**src/rtl/tt_adder_arb_pkg.sv**
```systemverilog
// Shared types and the {carry, sum} helper for the adder arbiter.
// Build option: TT_ADDER_ARB_SAT_EN selects unsigned saturation.
package tt_adder_arb_pkg;

    localparam int ADDER_WIDTH = 8;
    localparam int ADDER_NREQ  = 4;

    typedef logic [$clog2(ADDER_NREQ)-1:0] req_id_t;

    typedef enum logic {
        ST_EMPTY = 1'b0,
        ST_FULL  = 1'b1
    } rsp_state_t;

    function automatic logic [ADDER_WIDTH:0] sat_add(
        input logic [ADDER_WIDTH-1:0] a,
        input logic [ADDER_WIDTH-1:0] b
    );
        logic [ADDER_WIDTH:0] s;
        s = {1'b0, a} + {1'b0, b};
`ifdef TT_ADDER_ARB_SAT_EN
        // all ones = saturation flag plus a full-scale sum
        if (s[ADDER_WIDTH]) s = '1;
`endif
        return s;
    endfunction

endpackage

```
**src/rtl/tt_adder_arbiter_if.sv**
```systemverilog
// Request and response channels of the shared-adder arbiter.
// Requester i occupies bits [i*WIDTH +: WIDTH] of req_a/req_b.
interface tt_adder_arbiter_if
    import tt_adder_arb_pkg::*;
#(
    parameter int NREQ  = ADDER_NREQ,
    parameter int WIDTH = ADDER_WIDTH
);
    localparam int IDW = $clog2(NREQ);

    logic [NREQ-1:0]       req_valid;
    logic [NREQ-1:0]       req_ready;
    logic [NREQ*WIDTH-1:0] req_a;
    logic [NREQ*WIDTH-1:0] req_b;
    logic                  rsp_valid;
    logic                  rsp_ready;
    logic [WIDTH-1:0]      rsp_sum;
    logic                  rsp_carry;
    logic [IDW-1:0]        rsp_id;

    modport master (
        output req_valid, req_a, req_b, rsp_ready,
        input  req_ready, rsp_valid, rsp_sum, rsp_carry, rsp_id
    );

    modport slave (
        input  req_valid, req_a, req_b, rsp_ready,
        output req_ready, rsp_valid, rsp_sum, rsp_carry, rsp_id
    );

endinterface

```
**src/rtl/tt_rr_arbiter.sv**
```systemverilog
// Combinational round-robin grant: first valid at or after i_ptr.
// Produces one-hot grant, its index and an any-valid flag.
module tt_rr_arbiter #(
    parameter int NREQ = 4,
    parameter int IDW  = $clog2(NREQ)
) (
    input  logic [NREQ-1:0] i_valid,
    input  logic [IDW-1:0]  i_ptr,
    output logic [NREQ-1:0] o_grant,
    output logic [IDW-1:0]  o_idx,
    output logic            o_any
);

    always_comb begin
        o_grant = '0;
        o_idx   = '0;
        o_any   = 1'b0;
        for (int k = 0; k < NREQ; k++) begin
            if (!o_any && i_valid[(int'(i_ptr) + k) % NREQ]) begin
                o_any = 1'b1;
                o_grant[(int'(i_ptr) + k) % NREQ] = 1'b1;
                o_idx = IDW'((int'(i_ptr) + k) % NREQ);
            end
        end
    end

endmodule

```
**src/rtl/tt_adder_arbiter.sv**
```systemverilog
// Round-robin sharing of one registered adder among NREQ requesters.
// Build option: TT_ADDER_ARB_SAT_EN saturates the sum instead of wrapping.
module tt_adder_arbiter
    import tt_adder_arb_pkg::*;
#(
    parameter int NREQ  = ADDER_NREQ,
    parameter int WIDTH = ADDER_WIDTH
) (
    input  logic             clk,
    input  logic             rst,
    tt_adder_arbiter_if.slave bus
);

    localparam int IDW = $clog2(NREQ);

    rsp_state_t       r_state;
    rsp_state_t       w_state_nxt;
    logic [IDW-1:0]   r_ptr;
    logic [IDW-1:0]   r_id;
    logic [WIDTH-1:0] r_sum;
    logic             r_carry;

    logic [NREQ-1:0]  w_grant;
    logic [IDW-1:0]   w_gidx;
    logic             w_any;
    logic             w_acc;
    logic [WIDTH-1:0] w_a;
    logic [WIDTH-1:0] w_b;
    logic [WIDTH:0]   w_res;

    tt_rr_arbiter #(.NREQ(NREQ), .IDW(IDW)) u_arb (
        .i_valid (bus.req_valid),
        .i_ptr   (r_ptr),
        .o_grant (w_grant),
        .o_idx   (w_gidx),
        .o_any   (w_any)
    );

    assign w_a = bus.req_a[int'(w_gidx)*WIDTH +: WIDTH];
    assign w_b = bus.req_b[int'(w_gidx)*WIDTH +: WIDTH];

    generate
        if (WIDTH == ADDER_WIDTH) begin : g_pkg_add
            assign w_res = sat_add(w_a, w_b);
        end else begin : g_gen_add
            always_comb begin
                w_res = {1'b0, w_a} + {1'b0, w_b};
`ifdef TT_ADDER_ARB_SAT_EN
                if (w_res[WIDTH]) w_res = '1;
`endif
            end
        end
    endgenerate

    // The result register is the whole FSM: FULL means rsp_valid.
    always_comb begin
        w_state_nxt = r_state;
        w_acc       = 1'b0;
        unique case (r_state)
            ST_EMPTY: begin
                w_acc = w_any;
                if (w_any) w_state_nxt = ST_FULL;
            end
            ST_FULL: begin
                w_acc = bus.rsp_ready && w_any;
                if (bus.rsp_ready && !w_any) w_state_nxt = ST_EMPTY;
            end
        endcase
    end

    always_ff @(posedge clk or posedge rst) begin
        if (rst) r_state <= ST_EMPTY;
        else     r_state <= w_state_nxt;
    end

    always_ff @(posedge clk or posedge rst) begin
        if (rst) begin
            r_sum   <= '0;
            r_carry <= 1'b0;
            r_id    <= '0;
            r_ptr   <= '0;
        end else if (w_acc) begin
            r_sum   <= w_res[WIDTH-1:0];
            r_carry <= w_res[WIDTH];
            r_id    <= w_gidx;
            r_ptr   <= (w_gidx == IDW'(NREQ-1)) ? '0 : w_gidx + 1'b1;
        end
    end

    assign bus.req_ready = (w_acc && !rst) ? w_grant : '0;
    assign bus.rsp_valid = (r_state == ST_FULL);
    assign bus.rsp_sum   = r_sum;
    assign bus.rsp_carry = r_carry;
    assign bus.rsp_id    = r_id;

endmodule

```
**src/flat_wrapper.sv**
```systemverilog
// flat-port wrapper written by rule: the top's interface ports become plain ports
module tt_adder_arbiter_flat import tt_adder_arb_pkg::*;
#(
    parameter int NREQ  = ADDER_NREQ,
    parameter int WIDTH = ADDER_WIDTH
)
  (clk, rst, bus_req_valid, bus_req_a, bus_req_b, bus_rsp_ready, bus_req_ready, bus_rsp_valid, bus_rsp_sum, bus_rsp_carry, bus_rsp_id);
  tt_adder_arbiter_if #(.NREQ(NREQ), .WIDTH(WIDTH)) bus_i ();
  input  logic clk;
  input  logic rst;
  input wire logic [$bits(bus_i.req_valid)-1:0] bus_req_valid;
  input wire logic [$bits(bus_i.req_a)-1:0] bus_req_a;
  input wire logic [$bits(bus_i.req_b)-1:0] bus_req_b;
  input wire logic [$bits(bus_i.rsp_ready)-1:0] bus_rsp_ready;
  output wire logic [$bits(bus_i.req_ready)-1:0] bus_req_ready;
  output wire logic [$bits(bus_i.rsp_valid)-1:0] bus_rsp_valid;
  output wire logic [$bits(bus_i.rsp_sum)-1:0] bus_rsp_sum;
  output wire logic [$bits(bus_i.rsp_carry)-1:0] bus_rsp_carry;
  output wire logic [$bits(bus_i.rsp_id)-1:0] bus_rsp_id;
  assign bus_i.req_valid = bus_req_valid;
  assign bus_i.req_a = bus_req_a;
  assign bus_i.req_b = bus_req_b;
  assign bus_i.rsp_ready = bus_rsp_ready;
  assign bus_req_ready = bus_i.req_ready;
  assign bus_rsp_valid = bus_i.rsp_valid;
  assign bus_rsp_sum = bus_i.rsp_sum;
  assign bus_rsp_carry = bus_i.rsp_carry;
  assign bus_rsp_id = bus_i.rsp_id;
  tt_adder_arbiter #(.NREQ(NREQ), .WIDTH(WIDTH)) u_core (.clk(clk), .rst(rst), .bus(bus_i));
endmodule
```
**config.mk**
```make
export PLATFORM = sky130hd
export DESIGN_NAME = tt_adder_arbiter_flat
export DESIGN_NICKNAME = d
export VERILOG_FILES = /design/src/rtl/tt_adder_arb_pkg.sv /design/src/rtl/tt_adder_arbiter_if.sv /design/src/rtl/tt_rr_arbiter.sv /design/src/rtl/tt_adder_arbiter.sv /design/src/flat_wrapper.sv
export SDC_FILE = /design/constraint.sdc
export NUM_CORES = 1
export LEC_CHECK = 0
export CORE_AREA = 10 10 97 82
export CTS_CLUSTER_SIZE = 30
export DETAILED_ROUTE_END_ITERATION = 10
export DIE_AREA = 0 0 107 92
export GPL_TIMING_DRIVEN = 0
export PLACE_DENSITY = 0.66
export SLEW_MARGIN = 20
export SYNTH_ARGS = -nofsm -noshare
export SYNTH_HDL_FRONTEND = slang
export SYNTH_HIERARCHICAL = 1
export SYNTH_SLANG_ARGS = --single-unit
```
**constraint.sdc**
```tcl
create_clock -name clk -period 4.65 [get_ports clk]
set_input_delay 1.1625 -clock clk [delete_from_list [all_inputs] [get_ports clk]]
set_output_delay 1.1625 -clock clk [all_outputs]
set_load 0.02 [all_outputs]
```
==> flow_summary.json, run 1 <==
{
  "clk_latency_ps": 250,
  "rr_worst_depth": 15,
  "synth_fp_nets": 242,
  "register_area_um2": 350,
  "stdcell_area_um2": 2880,
  "antennaDiodeCount": 0,
  "post-dp-hpwl_um": 4630,
  "initialDrtViolationCount": 72,
  "htree_num_levels": 1,
  "hold_class": "flip-flop to flip-flop",
  "avgRoutedWirePerCell_um": 16.3,
  "use_met2_pct": 18.8,
  "path_max_fanout": 10,
  "ctsHoldBuffers": 0,
  "synth_cell_type_count": 46,
  "hold_slack_ps": 490,
  "max-cap-violations": 0,
  "endpoint_kind": "flip-flop",
  "r2r-end": "u_core/bus.rsp_sum[5]",
  "setup_viol": 0,
  "period_needed_ps": 4510,
  "die_y_um": 92,
  "vias": 1678,
  "via_per_inst": 4.96,
  "dieArea_um2": 9840,
  "setup_ws_ps": 136,
  "grt_max_degree": 15,
  "startpoint_type": "input pin",
  "core-area_um2": 6120,
  "outcome": "completed",
  "critPathKind": "input pin to flip-flop",
  "first_global_vias": 1784,
  "met3_usage_pct": 5.52,
  "syn_to_final_growth_pct": 65.4,
  "ys.flop_type": "dfrtp_1",
  "crit_start": "bus_req_valid[2]",
  "final_net_count": 341,
  "slew_headroom_pct": 63.7,
  "first_pass_iters": 4,
  "grtUsageMet1_pct": 12.2,
  "rrSetupSlack_ps": 430,
  "vdd_ir_drop_max_mv": 0.523,
  "skew_ps": 1.56,
  "antenna_found_initial": 0,
  "cellLeakagePower_nw": 1.12,
  "clock.fmax_ghz": 0.222,
  "syn_avg_cell_area_um2": 11.2,
  "r2r_start": "u_core/r_ptr[1]",
  "multiInputGateArea_um2": 1360,
  "worstSetupEndpoint": "u_core/bus.rsp_sum[5]",
  "top_usage_layer": "met2",
  "ys_seq_elements": 14,
  "final_max_slew_viol_count": 0,
  "ys_seq_area_share_pct": 20.1,
  "worstPathArrival_ps": 4690,
  "track_usage_pct": 10.9,
  "synth_edf_count": 0,
  "portBuffers": 86,
  "detail-route-antenna-nets": 0,
  "pin_count": 87,
  "clk_pin_slew_ps": 60,
  "grt_pass1_wl_um": 8870,
  "route.detailed.drc": 0,
  "nFillCells": 624,
  "powerDensity_nw_per_um2": 1030,
  "cts_tree": "done",
  "die_w_um": 107,
  "ys_warn_count": 6,
  "fin_crit_sh_pct": 97.1,
  "cts_sinks": 14,
  "timing_hold_violations_final": 0,
  "syn_inst": 156,
  "rows": 26,
  "synthArstFlopShare_pct": 100,
  "cts_buffers": 3,
  "drt_wl_total_um": 5520,
  "syn_area_um2": 1740,
  "hold_start": "u_core/bus.rsp_sum[3]",
  "worst_pin_slew_ps": 544,
  "gp_congestion": 0.757,
  "worstPathRequired_ps": 4820,
  "pre_cts_ws_ps": -731,
  "fin_util_pct": 47.1,
  "start_util_pct": 28.5,
  "ctsRootBufferMaster": "clkbuf_8",
  "grt_remaining_overflow": 0,
  "post_route_cells_drive_above_1_share_pct": 24.4,
  "placed_area_um2": 2710,
  "clockBufferDepth": 2,
  "rsz0062_at_grt": "true"
}
-- flip-flops by register name, summed over array words and instances, names as in the netlist --
name,count
u_core/bus.rsp_carry,1
u_core/bus.rsp_valid,1
u_core/bus.rsp_sum,8
u_core/r_ptr,2
u_core/bus.rsp_id,2
-- cells in the mapped netlist, types with 4 or more instances --
cell type | instances | share of area, %
o21ai_0 | 13 | 3.7
inv_1 | 7 | 1.5
ha_1 | 14 | 10
nor2_1 | 7 | 1.5
nor3_1 | 4 | 1.2
mux4_2 | 18 | 23
o31ai_1 | 4 | 1.7
nand2_1 | 8 | 1.7
dfrtp_1 | 14 | 20
nor3b_1 | 4 | 1.7
mux2_2 | 7 | 4.5
a22oi_1 | 8 | 3.5
-- repair_timing --
action | in CTS | in global routing
endpoints found under the setup margin | 9 | 8
pin swaps | 5 | 0
resized for setup | 21 | 5
setup buffers | 5 | 3
-- per-layer routing --
metal / wire length (um) / vias up
met5: 0 / -
met4: 15 / 0
met3: 611 / 5
met2: 2690 / 61
met1: 2200 / 781
li1: - / 831
-- stage by stage --
step	setup TNS [ps]	power [mW]	instances
finish	0	2.95	338
global route	-8.15	3.23	338
CTS	0	2.88	335
detailed placement	-5070	2.53	326
global placement	-4820	2.50	326
floorplan	0	1.99	156
-- cells by family (layout without fill, tap and decap cells) --
| family | count (synthesis) | in the layout | synth area share (%) |
|---|---|---|---|
| compound gates | 44 | 44 | 18.2 |
| simple gates | 37 | 37 | 13.1 |
| mux | 28 | 28 | 31.4 |
| buf+inv | 16 | 114 | 4.96 |
| fa+ha+maj | 15 | 15 | 11.2 |
| flops | 14 | 14 | 20.1 |
| xor+xnor | 2 | 2 | 1.01 |
-- area by class of cell --
class | instances | share of cell area, %
Sequential cell | 14 | 12.2
Multi-Input combinational cell | 126 | 47.2
Timing Repair Buffer | 94 | 31.6
Tap cell | 84 | 3.65
Inverter | 7 | 0.913
Clock buffer | 4 | 1.91
Buffer | 9 | 2.56
-- worst max-delay path, cell delays in order --
cell           delay, ps
dlygate4sd2_1        280
mux4_2               560
clkbuf_1             250
o31ai_2              310
buf_6                170
buf_4                140
mux4_2               560
ha_4                 280
a211oi_2             280
nor2_1               120
or4_4                490
o211ai_2              80
-- power breakdown --
group / internal, mW / total, mW / switching (mW)
Sequential: 0.197 / 0.243 / 0.0459
Clock: 0.0750 / 0.119 / 0.0439
Combinational: 1.34 / 2.59 / 1.25
Total: 1.61 / 2.95 / 1.34
-- layout by cell type, fill, tap and decap left out, drive strengths merged, types with 2 or more instances in the layout --
cell	Yosys	routed
nor2	7	7
o211ai	3	3
dlygate4sd2	0	8
mux4	20	20
a21o	2	2
nand4b	3	3
nand2	8	8
clkbuf	2	7
buf	7	14
nand2b	4	4
a211oi	4	4
nor3	4	4
o31ai	4	4
inv	7	7
o21ai	13	13
a22oi	8	8
mux2	7	7
nor3b	4	4
ha	14	14
a21oi	2	2
clkdlybuf4s50	0	78
dfrtp	14	14
-- how the worst min path moves through the flow --
stage,to,slack (ps),depth (start not counted)
after detailed placement,u_core/bus.rsp_sum[3],460,2
final,u_core/bus.rsp_sum[3],490,2
after CTS,u_core/bus.rsp_sum[2],490,2
after global placement,u_core/bus.rsp_sum[3],460,2
after global routing,u_core/bus.rsp_id[1],520,1
after floorplan,u_core/r_ptr[0],520,2
Note: power is estimated with default switching activity, not from simulation.
==> inputs of run 2 (changes only) <==
- PLACE_DENSITY: 0.66 -> 0.67
- SYNTH_HIERARCHICAL: 1 -> unset
==> flow_summary.json, run 2 <==
{
  "outcome": "completed",
  "synth_compound_area_share_pct": 13.8,
  "synth_edf_count": 0,
  "ctsRootBufferMaster": "clkbuf_8",
  "portBuffers": 86,
  "start_util_pct": 29.0,
  "cts_buffers": 3,
  "hold_class": "flip-flop to flip-flop",
  "worstPathArrival_ps": 3370,
  "syn_area_um2": 1770,
  "ys_seq_elements": 14,
  "rrSetupSlack_ps": 510,
  "powerDensity_nw_per_um2": 811,
  "die_y_um": 92,
  "antenna_found_initial": 0,
  "r2r_start": "u_core.r_ptr[0]",
  "slew_headroom_pct": 60.6,
  "synth_fp_nets": 266,
  "first_global_vias": 1797,
  "synth_top_cell_by_area": "mux2i_1",
  "clock.fmax_ghz": 0.221,
  "ys.flop_type": "dfrtp_1",
  "synth_common_cells": "52 x mux2i_1, 15 x ha_1, 14 x dfrtp_1",
  "synth_cell_type_count": 37,
  "synth.most_common_cell": "mux2i_1",
  "period_needed_ps": 4530,
  "skew_ps": 1.55,
  "clockBufferDepth": 2,
  "synthMuxAreaShare_pct": 35.7,
  "fin_crit_sh_pct": 97.4,
  "syn_to_final_growth_pct": 59.2,
  "via_per_inst": 4.79,
  "dpl.cell_count": 349,
  "finalNonFillerCells": 355,
  "hold_start": "u_core.bus.rsp_sum[6]",
  "vdd_ir_drop_max_mv": 0.418,
  "cts_tree": "done",
  "hold_path_depth": 2,
  "worstHoldEndpoint": "u_core.bus.rsp_sum[6]",
  "rsz0062_at_grt": "false",
  "drt_wl_total_um": 5560,
  "worstPathRequired_ps": 3490,
  "max-cap-violations": 0,
  "synth_top_family_by_area": "multiplexers",
  "yosys-top-cells-area": "mux2i_1 29%, dfrtp_1 20%, ha_1 11%, mux4_2 3.8%, mux2_2 2.5%",
  "timing_hold_violations_final": 0,
  "dieArea_um2": 9840,
  "largest_reg_flops": 8,
  "critPathKind": "input pin to output port",
  "vias": 1699,
  "mostFrequentLayoutCell": "clkdlybuf4s50_1",
  "ys_seq_area_share_pct": 19.7,
  "htree_num_levels": 1,
  "synth-simple-area-share_pct": 8.67,
  "ys_warn_count": 0,
  "layout_common_cells": "79 x clkdlybuf4s50_1, 52 x mux2i_1, 15 x ha_1, 14 x dfrtp_1",
  "clk_pin_slew_ps": 60,
  "track_usage_pct": 11.2,
  "timing.setup.tns_ps": 0,
  "yosys.area.top_type_share_pct": 29.3,
  "ctsHoldBuffers": 0,
  "syn_avg_cell_area_um2": 9.91,
  "grt_max_degree": 20,
  "r2r-end": "u_core.bus.rsp_sum[6]",
  "antennaDiodeCount": 0,
  "syn_inst": 179,
  "pin_count": 87,
  "core-area_um2": 6120,
  "setup_viol": 0,
  "rows": 26,
  "rr_worst_depth": 19,
  "detail-route-antenna-nets": 0,
  "synthAdderAreaFrac_pct": 11.7,
  "worst_pin_slew_ps": 591,
  "synthArstFlopShare_pct": 100,
  "route.detailed.drc": 0,
  "avgRoutedWirePerCell_um": 15.7,
  "die_w_um": 107,
  "nFillCells": 619,
  "grt_remaining_overflow": 0,
  "gp_congestion": 0.800,
  "finalPower_mw": 2.29,
  "post_route_cells_drive_above_1_share_pct": 11.1,
  "cts_sinks": 14,
  "cellLeakagePower_nw": 1.24,
  "hold_slack_ps": 476,
  "final_net_count": 360,
  "first_pass_iters": 4,
  "post-dp-hpwl_um": 4670,
  "final_max_slew_viol_count": 0,
  "initialDrtViolationCount": 79,
  "synthXorXnorAreaFrac_pct": 2.96,
  "grt_pass1_wl_um": 9150,
  "path_max_fanout": 7,
  "clk_latency_ps": 240,
  "endpoint_kind": "output port",
  "startpoint_type": "input pin"
}
-- run 2: power breakdown --
part / leakage [nW] / switching (mW) / internal [mW]
clock network: 0.0216 / 0.0422 / 0.0573
registers: 0.165 / 0.0448 / 0.190
logic: 1.06 / 0.960 / 0.997
total: 1.24 / 1.05 / 1.24
-- run 2: cells by family (layout without fill, tap and decap cells) --
group	after synthesis	count (layout)
fa+ha+maj	16	16
compound gates	36	36
mux	59	59
simple gates	29	29
buf+inv	19	111
flops	14	14
xor+xnor	6	6
-- run 2: through the flow --
| step | utilization, % | cell area [um^2] | setup slack (ps) |
|---|---|---|---|
| CTS | 46.0 | 2820 | 96.3 |
| global route | 46.2 | 2830 | 12.7 |
| detailed placement | 44.8 | 2740 | -477 |
| floorplan | - | 1770 | 468 |
| finish | 46.2 | 2830 | 121 |
| global placement | 44.8 | 2740 | -431 |
-- run 2: layout make-up --
cell class	instances	area (um^2)	share of cell area [%]
multi-input combinational	146	1320	46.5
timing repair buffer	90	882	31.2
sequential	14	350	12.4
tap	84	105	3.72
buffer	10	101	3.59
clock buffer	3	41.3	1.46
inverter	8	30.0	1.06
-- run 2: how the worst max path moves through the flow --
stage | start | end
finish | bus_req_valid[2] | bus_req_ready[2]
global route | bus_req_valid[2] | bus_req_ready[2]
CTS | bus_req_valid[2] | bus_req_ready[2]
detailed placement | bus_req_valid[2] | u_core.bus.rsp_sum[6]
global placement | bus_req_valid[2] | bus_req_ready[1]
floorplan | bus_req_valid[2] | u_core.bus.rsp_sum[6]
-- run 2: critical path, cell delays in order --
cell             delay (ps)
dlygate4sd2_1           310
mux4_2                  600
nor4b_4                 380
a221oi_1                130
nor3_1                  150
clkdlybuf4s50_1         640
-- run 2: layer usage --
layer,part of all wire (%),global-route usage (%),up-vias
met4,0.13,1.01,0
met2,47,18.4,52
met3,5.2,3.15,2
li1,-,-,857
met1,48,14.7,788
met5,0,0,-
-- run 2: timing repair --
item | in CTS | in global routing
resized for setup | 12 | 4
setup buffers | 3 | 1
setup endpoints to repair | 7 | 5
cloned | 0 | 0
==> inputs of run 3 (changes only) <==
- GPL_TIMING_DRIVEN: 0 -> unset
- PLACE_DENSITY: 0.67 -> 0.66
- SYNTH_HIERARCHICAL: unset -> 1
==> flow_summary.json, run 3 (synthesized netlist as in run 1, its figures left out) <==
{
  "path_buf_inv": 4,
  "max-cap-violations": 0,
  "post-dp-hpwl_um": 4740,
  "hold_start": "u_core/bus.rsp_sum[3]",
  "timing.setup.tns_ps": 0,
  "placed_area_um2": 2880,
  "outcome": "completed",
  "setup_ws_ps": 171,
  "period_needed_ps": 4480,
  "start_util_pct": 28.5,
  "clk_pin_slew_ps": 60,
  "pin_count": 87,
  "cts_buffers": 3,
  "mostFrequentLayoutCell": "clkdlybuf4s50_1",
  "ctsHoldBuffers": 0,
  "core-area_um2": 6120,
  "intPower_mw": 1.75,
  "ctsRootBufferMaster": "clkbuf_8",
  "vdd_ir_drop_max_mv": 0.588,
  "setup_viol": 0,
  "portBuffers": 86,
  "powerDensity_nw_per_um2": 1040,
  "route.detailed.drc": 0,
  "r2r_start": "u_core/r_ptr[1]",
  "cts_tree": "done",
  "critPathKind": "input pin to flip-flop",
  "first_global_vias": 1878,
  "fin_util_pct": 48.1,
  "grt_pass1_wl_um": 8980,
  "clock.fmax_ghz": 0.223,
  "p_sw_mw": 1.30,
  "cpPeakStageDelay_ps": 530,
  "p_comb_share_pct": 88.7,
  "cp_top_family": "simple AND/OR/NAND/NOR gates",
  "endpoint_kind": "flip-flop",
  "syn_to_final_growth_pct": 69.1,
  "rrSetupSlack_ps": 730,
  "drt_wl_total_um": 5450,
  "vias": 1736,
  "detail-route-antenna-nets": 0,
  "die_w_um": 107,
  "clockPowerShare_pct": 3.9,
  "crit_top_cell": "buf_4",
  "cellLeakagePower_nw": 1.19,
  "clk_latency_ps": 240,
  "worst_pin_slew_ps": 577,
  "largest_reg_flops": 8,
  "fin_crit_sh_pct": 96.3,
  "cts_sinks": 14,
  "skew_ps": 3.81,
  "p_seq_share_pct": 7.4,
  "final_max_slew_viol_count": 0,
  "worstHoldEndpoint": "u_core/bus.rsp_sum[3]",
  "startpoint_type": "input pin",
  "via_per_inst": 4.93,
  "hold_path_depth": 2,
  "grt_remaining_overflow": 0,
  "first_pass_iters": 4,
  "htree_num_levels": 1,
  "r2r-end": "u_core/bus.rsp_sum[5]",
  "final_net_count": 355,
  "slew_headroom_pct": 61.5,
  "avgRoutedWirePerCell_um": 15.5,
  "critPathSlowestCell": "mux4_2",
  "gp_congestion": 0.797,
  "p_sw_share_pct": 42.7,
  "post_route_cells_drive_above_1_share_pct": 26.5,
  "track_usage_pct": 11.1,
  "rr_worst_depth": 15,
  "pre_cts_ws_ps": -325,
  "path_cells": "dlygate4sd2_1 > mux4_2 > buf_4 > nor4b_4 > nor2_1 > a32o_1 > buf_4 > mux4_2 > buf_4 > ha_1 > a211oi_2 > nor2_1 > or4_4 > o211ai_2",
  "rows": 26,
  "antenna_found_initial": 0,
  "clockBufferDepth": 2,
  "antennaDiodeCount": 0,
  "hold_class": "flip-flop to flip-flop",
  "layout_common_cells": "78 x clkdlybuf4s50_1, 30 x buf_4, 19 x mux4_2, 14 x ha_1, 14 x dfrtp_1",
  "die_y_um": 92,
  "grt_max_degree": 20,
  "worstPathArrival_ps": 4650,
  "stdcell_area_um2": 2940,
  "dieArea_um2": 9840,
  "worstPathRequired_ps": 4820,
  "initialDrtViolationCount": 36,
  "timing_hold_violations_final": 0,
  "path_max_fanout": 6
}
[run 3: cell types whose count changed in the layout (fill, tap and decap cells not counted), sizes merged, moves of 5 or more]
cell	change
buf	+21
a21oi	-5
mux4	+17
mux2i	-51
[run 3: power by group through the flow]
stage | logic, mW | registers (mW) | clock network (mW)
finish | 2.71 | 0.226 | 0.119
global route | 3.02 | 0.236 | 0.130
CTS | 2.69 | 0.228 | 0.126
detailed placement | 2.66 | 0.229 | 0
global placement | 2.64 | 0.229 | 0
floorplan | 1.69 | 0.299 | 0
[run 3: per-stage QoR]
step | total power, mW | instances | hold slack (ps)
floorplan | 1.99 | 156 | 525
global placement | 2.86 | 346 | 465
detailed placement | 2.89 | 346 | 472
CTS | 3.04 | 350 | 486
global route | 3.38 | 352 | 517
finish | 3.05 | 352 | 485
[run 3: worst max path at each step]
stage                          start                    end  slack (ps)  cells past startpoint
detailed placement  bus_req_valid[0]  u_core/bus.rsp_sum[6]        -320                     12
finish              bus_req_valid[2]  u_core/bus.rsp_sum[5]         170                     14
global route        bus_req_valid[3]  u_core/bus.rsp_sum[5]         -10                     14
global placement    bus_req_valid[3]   u_core/bus.rsp_carry        -300                     13
CTS                 bus_req_valid[2]  u_core/bus.rsp_sum[5]         170                     14
floorplan           bus_req_valid[3]   u_core/bus.rsp_carry         180                     11
[run 3: tightest hold or removal path: cells and delay by family (launching register included)]
family,cells,cell delay (ps)
AO/OA/AOI/OAI,1,60
flip-flops,1,340
AND/OR/NAND/NOR,1,50
[run 3: layout make-up]
type	count	area [um^2]
inverter	7	26.3
fill	600	3170
multi-input combinational	126	1320
timing repair buffer	117	1090
clock buffer	4	55.1
sequential	14	350
tap	84	105
[run 3: repair_timing]
action | 4_1_cts | 5_1_grt
pin swaps | 1 | 1
buffers inserted | 0 | 2
endpoints found under the hold margin | 0 | 0
resized for setup | 11 | 0
endpoints found under the setup margin | 7 | 1
[run 3: metal layers]
metal	wire (um)	vias up	GRT usage [%]
li1	-	861	-
met1	2250	818	12.6
met2	2690	55	19.3
met3	483	2	4.83
met4	19	0	1.13
met5	0	-	0
